$ cat config.mk
export PLATFORM = sky130hd
export DESIGN_NAME = gf_addsub_serial
export DESIGN_NICKNAME = d
export VERILOG_FILES = /design/src/rtl/gf_pkg.sv /design/src/rtl/gf_limb_adder.sv /design/src/rtl/gf_addsub_serial.sv
export SDC_FILE = /design/constraint.sdc
export NUM_CORES = 2
export LEC_CHECK = 0
export ABC_CLOCK_PERIOD_IN_PS = 7700
export BUFFER_PORTS_ARGS = -buffer_cell sky130_fd_sc_hd__buf_4
export CAP_MARGIN = 20
export CORE_MARGIN = 4
export CORE_UTILIZATION = 40
export DETAILED_ROUTE_END_ITERATION = 16
export HOLD_SLACK_MARGIN = 0.15
export SLEW_MARGIN = 15
export SYNTH_ARGS = -nofsm -noshare
export SYNTH_HDL_FRONTEND = slang
export SYNTH_HIERARCHICAL = 1
export SYNTH_SLANG_ARGS = --single-unit
$ cat constraint.sdc
create_clock -name clk -period 7.7 [get_ports clk]
set_input_delay 0.385 -clock clk [delete_from_list [all_inputs] [get_ports clk]]
set_output_delay 0.385 -clock clk [all_outputs]
set_load 0.005 [all_outputs]
$ cat src/rtl/gf_pkg.sv
// Shared definitions for the limb-serial GF(p) add/sub datapath.
//   OP_ADD / OP_SUB : encoding of the op input
//   gf_state_e      : controller states
//   GF_WIDTH/GF_LIMB: default operand width and limb size
package gf_pkg;

    localparam logic OP_ADD = 1'b0;
    localparam logic OP_SUB = 1'b1;

    localparam int GF_WIDTH = 256;
    localparam int GF_LIMB  = 64;

    typedef enum logic [1:0] {
        ST_IDLE = 2'd0,
        ST_RUN  = 2'd1,
        ST_DONE = 2'd2
    } gf_state_e;

endpackage

$ cat src/rtl/gf_limb_adder.sv
// One LIMB-bit slice of a ripple chain: {cout, sum} = a + b + cin.
// Purely combinational; any operand inversion is done by the caller.
//   a, b : LIMB-bit unsigned addends
//   cin  : carry in
//   sum  : LIMB-bit sum
//   cout : carry out
module gf_limb_adder #(
    parameter int LIMB = 64
) (
    input  logic [LIMB-1:0] a,
    input  logic [LIMB-1:0] b,
    input  logic            cin,
    output logic [LIMB-1:0] sum,
    output logic            cout
);

    logic [LIMB:0] full;

    assign full        = {1'b0, a} + {1'b0, b} + {{LIMB{1'b0}}, cin};
    assign {cout, sum} = full;

endmodule

$ cat src/rtl/gf_addsub_serial.sv
// Limb-serial modular adder/subtractor over GF(p).
// One LIMB-bit slice per cycle, LSB first, through two chains:
//   add: chain0 = a + b,  chain1 = chain0 - p
//   sub: chain0 = a - b,  chain1 = chain0 + p
// The reduced result is selected from the final carries and registered.
//
// Ports:
//   clk, rst   : clock, synchronous active-high reset
//   in_valid   : operands/op valid      in_ready : can accept (IDLE only)
//   op         : 0 = add, 1 = sub
//   a, b, p    : operands and modulus (latched on accept)
//   out_valid  : result valid (DONE)    out_ready: consumer takes result
//   result     : reduced result, held stable while out_valid && !out_ready
//
// Handshake: a transfer happens on a rising edge where valid && ready are
// both high. Producers hold valid (and data) until that edge; ready may be
// asserted regardless of valid. Only one transfer per edge: in DONE the
// output handshake completes and the input side is not ready until IDLE.
module gf_addsub_serial
    import gf_pkg::*;
#(
    parameter int WIDTH = GF_WIDTH,
    parameter int LIMB  = GF_LIMB
) (
    input  logic             clk,
    input  logic             rst,
    input  logic             in_valid,
    output logic             in_ready,
    input  logic             op,
    input  logic [WIDTH-1:0] a,
    input  logic [WIDTH-1:0] b,
    input  logic [WIDTH-1:0] p,
    output logic             out_valid,
    input  logic             out_ready,
    output logic [WIDTH-1:0] result
);

    localparam int NLIMB = WIDTH / LIMB;
    localparam int CNT_W = (NLIMB > 1) ? $clog2(NLIMB) : 1;
    localparam logic [CNT_W-1:0] LAST = CNT_W'(NLIMB - 1);

    if (WIDTH % LIMB != 0) begin : g_bad_limb
        $error("gf_addsub_serial: WIDTH must be a multiple of LIMB");
    end

    gf_state_e        state_q, state_d;
    logic [CNT_W-1:0] cnt_q;
    logic             op_q;
    logic [WIDTH-1:0] a_q, b_q, p_q;
    logic             c0_q, c1_q;
    logic [WIDTH-1:0] cand0_q, cand1_q;
    logic [WIDTH-1:0] result_q;

    // Current limb slices and chain operands
    logic [LIMB-1:0]  a_i, b_i, p_i;
    logic [LIMB-1:0]  y0, y1;
    logic [LIMB-1:0]  sum0, sum1;
    logic             cout0, cout1;
    logic [WIDTH-1:0] cand0_nx, cand1_nx;
    logic             pick1;

    assign a_i = a_q[cnt_q*LIMB +: LIMB];
    assign b_i = b_q[cnt_q*LIMB +: LIMB];
    assign p_i = p_q[cnt_q*LIMB +: LIMB];

    // Subtraction is a + ~b + 1; the +1 comes from c0 starting at 1.
    assign y0 = (op_q == OP_SUB) ? ~b_i : b_i;
    assign y1 = (op_q == OP_SUB) ? p_i  : ~p_i;

    gf_limb_adder #(.LIMB(LIMB)) u_chain0 (
        .a    (a_i),
        .b    (y0),
        .cin  (c0_q),
        .sum  (sum0),
        .cout (cout0)
    );

    gf_limb_adder #(.LIMB(LIMB)) u_chain1 (
        .a    (sum0),
        .b    (y1),
        .cin  (c1_q),
        .sum  (sum1),
        .cout (cout1)
    );

    // Candidates with the current limb merged in, so the last limb can be
    // selected in the same cycle it is computed.
    always_comb begin
        cand0_nx = cand0_q;
        cand1_nx = cand1_q;
        cand0_nx[cnt_q*LIMB +: LIMB] = sum0;
        cand1_nx[cnt_q*LIMB +: LIMB] = sum1;
    end

    // add: take a+b-p when a+b overflowed or a+b-p did not borrow.
    // sub: chain0 carry-out of 0 means a<b, so the +p correction is needed.
    assign pick1 = (op_q == OP_SUB) ? ~cout0 : (cout0 | cout1);

    always_comb begin
        state_d = state_q;
        case (state_q)
            ST_IDLE: if (in_valid && in_ready) state_d = ST_RUN;
            ST_RUN:  if (cnt_q == LAST)        state_d = ST_DONE;
            ST_DONE: if (out_ready)            state_d = ST_IDLE;
            default:                           state_d = ST_IDLE;
        endcase
    end

    assign in_ready  = (state_q == ST_IDLE) && !rst;
    assign out_valid = (state_q == ST_DONE);
    assign result    = result_q;

    always_ff @(posedge clk) begin
        if (rst) begin
            state_q  <= ST_IDLE;
            cnt_q    <= '0;
            op_q     <= OP_ADD;
            a_q      <= '0;
            b_q      <= '0;
            p_q      <= '0;
            c0_q     <= 1'b0;
            c1_q     <= 1'b0;
            cand0_q  <= '0;
            cand1_q  <= '0;
            result_q <= '0;
        end else begin
            state_q <= state_d;
            case (state_q)
                ST_IDLE: begin
                    if (in_valid) begin
                        op_q  <= op;
                        a_q   <= a;
                        b_q   <= b;
                        p_q   <= p;
                        cnt_q <= '0;
                        c0_q  <= (op == OP_SUB);
                        c1_q  <= (op == OP_ADD);
                    end
                end
                ST_RUN: begin
                    cand0_q <= cand0_nx;
                    cand1_q <= cand1_nx;
                    c0_q    <= cout0;
                    c1_q    <= cout1;
                    if (cnt_q == LAST) begin
                        cnt_q    <= '0;
                        result_q <= pick1 ? cand1_nx : cand0_nx;
                    end else begin
                        cnt_q <= cnt_q + CNT_W'(1);
                    end
                end
                default: ;
            endcase
        end
    end

endmodule
Yosys cells after proc, flatten, opt, wreduce, memory -nomap -nowiden
Cells that the tools add are included.

storage, ports and cells
  bits of input ports = 773
  register bits after elaboration = 1543

cells by class
  reductions and logical operators = 9
  eq/ne operators = 7
  muxes and demuxes = 17
  bitwise operators = 5
  shift operators = 6
  $add $sub $neg = 6

operators with widths
  cell                                                                        count
  256-bit by 9-bit variable part select with 64-bit output                    3
  256-bit bitwise mux                                                         2
  64-bit by 34-bit variable part select with 256-bit output                   2
  256-bit two-way mux                                                         1
  64-bit by 34-bit variable shift with 256-bit output (first input constant)  1
  64-bit by 64-bit adder with 65-bit output                                   2
  65-bit by 1-bit adder with 65-bit output                                    2
  64-bit two-way mux                                                          2
  64-bit inverter                                                             2
  8-bit negator with 34-bit output                                            1
  2-bit two-way mux                                                           5
  2-bit inequality test (second input constant)                               3
  2-bit case mux with 3 select lines                                          1
  2-bit AND reduction                                                         3
  2-bit == test (second input constant)                                       2
  1-bit case mux with 2 select lines                                          2
  2-bit case mux with 2 select lines                                          1
  1-bit two-way mux                                                           3
  3-bit AND reduction                                                         1
  2-bit by 1-bit adder with 2-bit output (second input constant)              1
  2-bit by 1-bit == test with 1-bit output (second input constant)            1
  1-bit logical AND                                                           2
  2-bit logical NOT                                                           1
  2-bit by 1-bit inequality test with 1-bit output (second input constant)    1
  other kinds (4)                                                             5

Depth between registers and ports, before layout
  depth after elaboration = 10
  gate-level depth with buffers = 35
  gate-level depth less buffers = 29

Cells and area by module
Netlist, hierarchy kept.

modules (own cells, without submodules)
  module            cells an instance  instances  area each (um^2)
  gf_addsub_serial  7109               1          62543.7
  gf_limb_adder     567                2          3824.9

Least setup slack after synthesis
OpenSTA, ideal clock, no wires.

  kind = register to register
  start point = register cnt_q[0]
  end point = register result_q[108] (netlist: result[108])
  setup time = 126 ps
  slack = 224 ps
  cell stages (with the launch flop) = 32
  arrival time = 7350 ps
  cells stage by stage = dfxtp_1 -> buf_2 -> buf_2 -> buf_2 -> buf_2 -> mux4_2 -> ha_1 -> buf_4 -> and4_4 -> a221o_1 -> o41ai_2 -> nor3_1 -> a31oi_1 -> o21ai_2 -> a21oi_2 -> o21bai_1 -> xor2_1 -> ha_1 -> nand2_1 -> nor2_1 -> nand2_1 -> nor4_1 -> a31oi_2 -> o31a_1 -> o211ai_2 -> o22ai_2 -> o31ai_2 -> nor3_1 -> o211ai_1 -> clkbuf_1 -> a2bb2oi_1 -> o21ai_0

on the way
  elaborated cells between the ends (all ways) = 23

RTL lines
  what                                                      RTL line                 text
  from (decl)                                               gf_addsub_serial.sv:47   logic [CNT_W-1:0] cnt_q;
  from (signal assigned)                                    gf_addsub_serial.sv:149  cnt_q <= cnt_q + CNT_W'(1);
  256-bit by 9-bit variable part select with 64-bit output  gf_addsub_serial.sv:62   assign a_i = a_q[cnt_q*LIMB +: LIMB];
  net a_i[8]                                                gf_addsub_serial.sv:55   logic [LIMB-1:0] a_i, b_i, p_i;
  64-bit by 64-bit adder with 65-bit output                 gf_limb_adder.sv:19      assign full = {1'b0, a} + {1'b0, b} + {{LIMB{1'b0}}, cin};
  65-bit by 1-bit adder with 65-bit output                  gf_limb_adder.sv:19
  net sum0[37]                                              gf_addsub_serial.sv:57   logic [LIMB-1:0] sum0, sum1;
  64-bit by 64-bit adder with 65-bit output                 gf_limb_adder.sv:19
  65-bit by 1-bit adder with 65-bit output                  gf_limb_adder.sv:19
  net cout1                                                 gf_addsub_serial.sv:58   logic cout0, cout1;
  1-bit bitwise OR                                          gf_addsub_serial.sv:97   assign pick1 = (op_q == OP_SUB) ? ~cout0 : (cout0 | cout1);
  1-bit two-way mux                                         gf_addsub_serial.sv:97
  256-bit two-way mux                                       gf_addsub_serial.sv:147  result_q <= pick1 ? cand1_nx : cand0_nx;
  to (signal assigned)                                      gf_addsub_serial.sv:147
  to (decl)                                                 gf_addsub_serial.sv:52   logic [WIDTH-1:0] result_q;

The timed path passes the listed nets, and every way through them passes these cells.
A chain may end at the register's enable or synchronous reset.

Worst setup path after layout
  start point = register cnt_q[0]
  end point = register result_q[99] (netlist: result[99])

on the way
  cells in the longest elaborated chain, start to end = 10
  elaborated cells between the ends (all ways) = 23

RTL lines
  what                                                          RTL line                 text
  256-bit by 9-bit variable part select with 64-bit output (*)  gf_addsub_serial.sv:63   assign b_i = b_q[cnt_q*LIMB +: LIMB];
  64-bit inverter                                               gf_addsub_serial.sv:67   assign y0 = (op_q == OP_SUB) ? ~b_i : b_i;
  64-bit two-way mux (*)                                        gf_addsub_serial.sv:67
  net y0[0]                                                     gf_addsub_serial.sv:56   logic [LIMB-1:0] y0, y1;
  64-bit by 64-bit adder with 65-bit output (*)                 gf_limb_adder.sv:19
  65-bit by 1-bit adder with 65-bit output (*)                  gf_limb_adder.sv:19
  net sum0[42]                                                  gf_addsub_serial.sv:57
  64-bit by 64-bit adder with 65-bit output (*)                 gf_limb_adder.sv:19
  65-bit by 1-bit adder with 65-bit output (*)                  gf_limb_adder.sv:19
  net cout1                                                     gf_addsub_serial.sv:58
  1-bit bitwise OR (*)                                          gf_addsub_serial.sv:97
  1-bit two-way mux (*)                                         gf_addsub_serial.sv:97
  256-bit two-way mux (*)                                       gf_addsub_serial.sv:147

The timed path passes the listed nets; every way through them passes the cells marked *.

==> results_dict.tcl <==
set metrics [dict create \
    outcome "complete, no violations" \
    grt_max_degree 228 \
    synth_top_area_frac 0.440 \
    yosysWarnings 6 \
    cp.required_ns 8.36 \
    initial_core_util 0.403 \
    power_switching_mw 8.65 \
    busiest_layer "met2" \
    chipWidth_um 427 \
    via_per_inst 5.85 \
    maxCapViolations 0 \
    drc 0 \
    synth.distinct_cells 74 \
    synth_fa_ha_area_frac 0.0247 \
    avgSynthCellArea_sq_um 8.52 \
    critPathMaxStageDelay_ns 0.54 \
    grt_pass1_wl_um 459000 \
    clock_latency_ns 0.83 \
    final_layout_size_suffix_gt1_frac 0.195 \
    port_buffers 1030 \
    die_area_sq_um 182000 \
    path_common_cell "buf_12" \
    use_met2 0.532 \
    synth-seq-cells 1543 \
    p_int_mw 15.8 \
    total_power_mw 24.5 \
    skew_ns 0.0438 \
    hold_path.class "in2reg" \
    min_from "in_valid" \
    clockBufferDepth 3 \
    numClockSinks 1543 \
    synth_top_family_by_area "compound AO/OA/AOI/OAI gates" \
    r2r_start "cnt_q[0]" \
    hold-path-cell-count 3 \
    tns_ns 0 \
    nets 10800 \
    dominantRegCellSynth "dfxtp_1" \
    seq_power_share 0.348 \
    synth_edf_count 0 \
    dpl_worst_slack_ns -0.318 \
    total_leakage_power_nw 38.0 \
    via_count 72400 \
    numCtsBuffers 165 \
    cts_tree "yes" \
    r2r-end "result[99]" \
    wirelength_um 320000 \
    fp-row-count 153 \
    p_sw_frac 0.353 \
    ys_top_cells_by_count "1659 x nand2_1, 1543 x dfxtp_1, 1063 x a21oi_1" \
    worst_pin_slew_ns 1.35 \
    overflow 0 \
    finalHoldViolations 0 \
    core_sq_um 174000 \
    cts_htree_levels 4 \
    die_h_um 427 \
    yosys.cell_count.top_type "nand2_1" \
    synth-compound-area-share 0.225 \
    place_inst 11200 \
    yosys.area_share.simple 0.174 \
    slew_viol_final 0 \
    routedWlPerCell_um 25.9 \
    combPwrFrac 0.312 \
    setup_violations 0 \
    clk_pin_slew_ns 0.06 \
    ys_seq_area_frac 0.440 \
    cp_max_fo 8 \
    worst_slack_ns 0.289 \
    fin_crit_sh 0.962 \
    worstHoldEndpoint "state_q[0]" \
    grt_pass1_vias 69000 \
    power-per-cell-area_nw_per_um2 255 \
    root_buffer "clkbuf_16" \
    grt_usage 0.333 \
    synth_nets 9152 \
    crit_path_top_delay_cell "mux4_2" \
    p_clk_frac 0.340 \
    utilization 0.551 \
    synth.area.top_cells "dfxtp_1 44%, nand2_1 8.9%, a21oi_1 7.6%, mux4_2 6.2%, a221oi_1 4.7%" \
    antenna_found_initial 78 \
    synthArstFlopShare 0 \
    synthMuxAreaShare 0.0616 \
    use_met1 0.428 \
    crit_type "reg2reg" \
    syn_inst 8243 \
    fin_crit_ns 7.41 \
    slew_headroom 0.0973 \
    worstPathArrival_ns 8.07 \
    rsz0062_at_grt "false" \
    cp-end-kind "register" \
    reg2regPathDepth 33 \
    firstDrtPassIters 6 \
    vdd_drop_max_mv 0.208 \
    ant_nets 0 \
    gp_congestion 0.949 \
    synthXorXnorAreaFrac 0.0302 \
    synth_area_sq_um 70200 \
    clock.fmax_mhz 135 \
    area_growth_pct 36.8 \
    use_met3 0.0603 \
    dpl.hpwl_um 224000 \
    yosys.area.top_type "dfxtp_1" \
    pin_count 1031 \
    fin_cells 12400 \
    worst-r2r-setup-slack_ns 0.29 \
    drt_iter0_drc 8000 \
    cp-start-kind "register" \
]
-- critical path: cells and delay by family (launching register included) --
family,cells,cell delay (ns)
buffers and inverters,4,0.61
AOI/OAI and AO/OA,18,3.31
xor gates and xnor gates,2,0.46
and+or+nand+nor,5,0.75
adders and majority gates,3,1.07
DFF,1,0.46
muxes,1,0.54
-- power groups by stage --
stage | Sequential (mW) | Combinational [mW] | Clock (mW)
2_1_floorplan | 8.60 | 3.63 | 0
3_3_place_gp | 8.66 | 6.93 | 0
3_5_place_dp | 8.67 | 6.95 | 0
4_1_cts | 8.50 | 7.36 | 8.39
5_1_grt | 8.54 | 8.00 | 8.74
6_report | 8.51 | 7.64 | 8.33
-- state kept, by name, summed over array words and instances, names as in the netlist --
name / count
b_q: 256
c0_q: 1
c1_q: 1
op_q: 1
cand1_q: 256
a_q: 256
cand0_q: 256
state_q: 2
cnt_q: 2
p_q: 256
result: 256
-- worst max path at each step --
stage | startpoint | endpoint | slack (ns) | cells after the start
floorplan | cnt_q[0] | result[108] | 0.22 | 31
global placement | cnt_q[0] | result[105] | -0.20 | 30
detailed placement | cnt_q[0] | result[113] | -0.32 | 31
CTS | cnt_q[0] | result[243] | -0.003 | 30
global route | cnt_q[0] | result[144] | 0.003 | 36
finish | cnt_q[0] | result[99] | 0.29 | 33
-- area by class of cell --
| class | instances | area [sq um] |
|---|---|---|
| flip-flops and latches | 1543 | 30900 |
| inverters | 50 | 191 |
| clock inverters | 48 | 613 |
| diodes | 75 | 188 |
| multi-input cells | 5905 | 36800 |
| well taps | 2325 | 2910 |
| fillers | 15500 | 78200 |
| repair buffers | 2196 | 19400 |
| clock buffers | 251 | 5080 |
-- routing by layer --
metal  vias to the layer above  routed length, um
li1                      32800                  -
met1                     35400             130000
met2                      3408             147000
met3                       839              23100
met4                        18              20600
met5                         -                104
-- what timing repair did --
item,in CTS,in global routing
setup buffers,2,27
pin swaps,2,20
hold buffers,830,0
gates cloned,1,7
setup endpoints to repair,259,271
endpoints found under the hold margin,783,0
gates resized for setup,16,84
-- layout by cell type (no fill, tap or decap), types with 75 or more instances in the layout --
cell type / netlist / routed
nor2b_1: 144 / 141
mux4_2: 192 / 192
xor2_1: 100 / 91
buf_4: 4 / 1300
clkbuf_16: 0 / 176
a21oi_1: 1063 / 1054
nor2_1: 768 / 766
o21ai_0: 140 / 137
xnor2_1: 142 / 130
diode_2: 0 / 75
a21o_1: 80 / 80
a22oi_1: 384 / 384
dlygate4sd3_1: 0 / 830
a211oi_1: 148 / 146
dfxtp_1: 1543 / 1540
ha_1: 132 / 128
a221oi_1: 374 / 368
nand2_1: 1659 / 1656
nor4_1: 190 / 186
-- stage by stage --
stage	area, sq um	hold slack [ns]
after floorplan	70200	0.433
after global placement	80800	0.440
after detailed placement	80800	0.445
after CTS	95000	0.241
after global routing	96000	0.311
final	96100	0.296
-- kinds of logic after synthesis --
| logic type | Yosys count |
|---|---|
| adder cells (fa/ha/maj) | 136 |
| AND/OR/NAND/NOR | 2921 |
| XOR/XNOR | 242 |
| AO/OA/AOI/OAI | 2414 |
| multiplexers | 192 |
| flip-flops | 1543 |
| buffers and inverters | 795 |
Power figures use the tool's default switching activity.
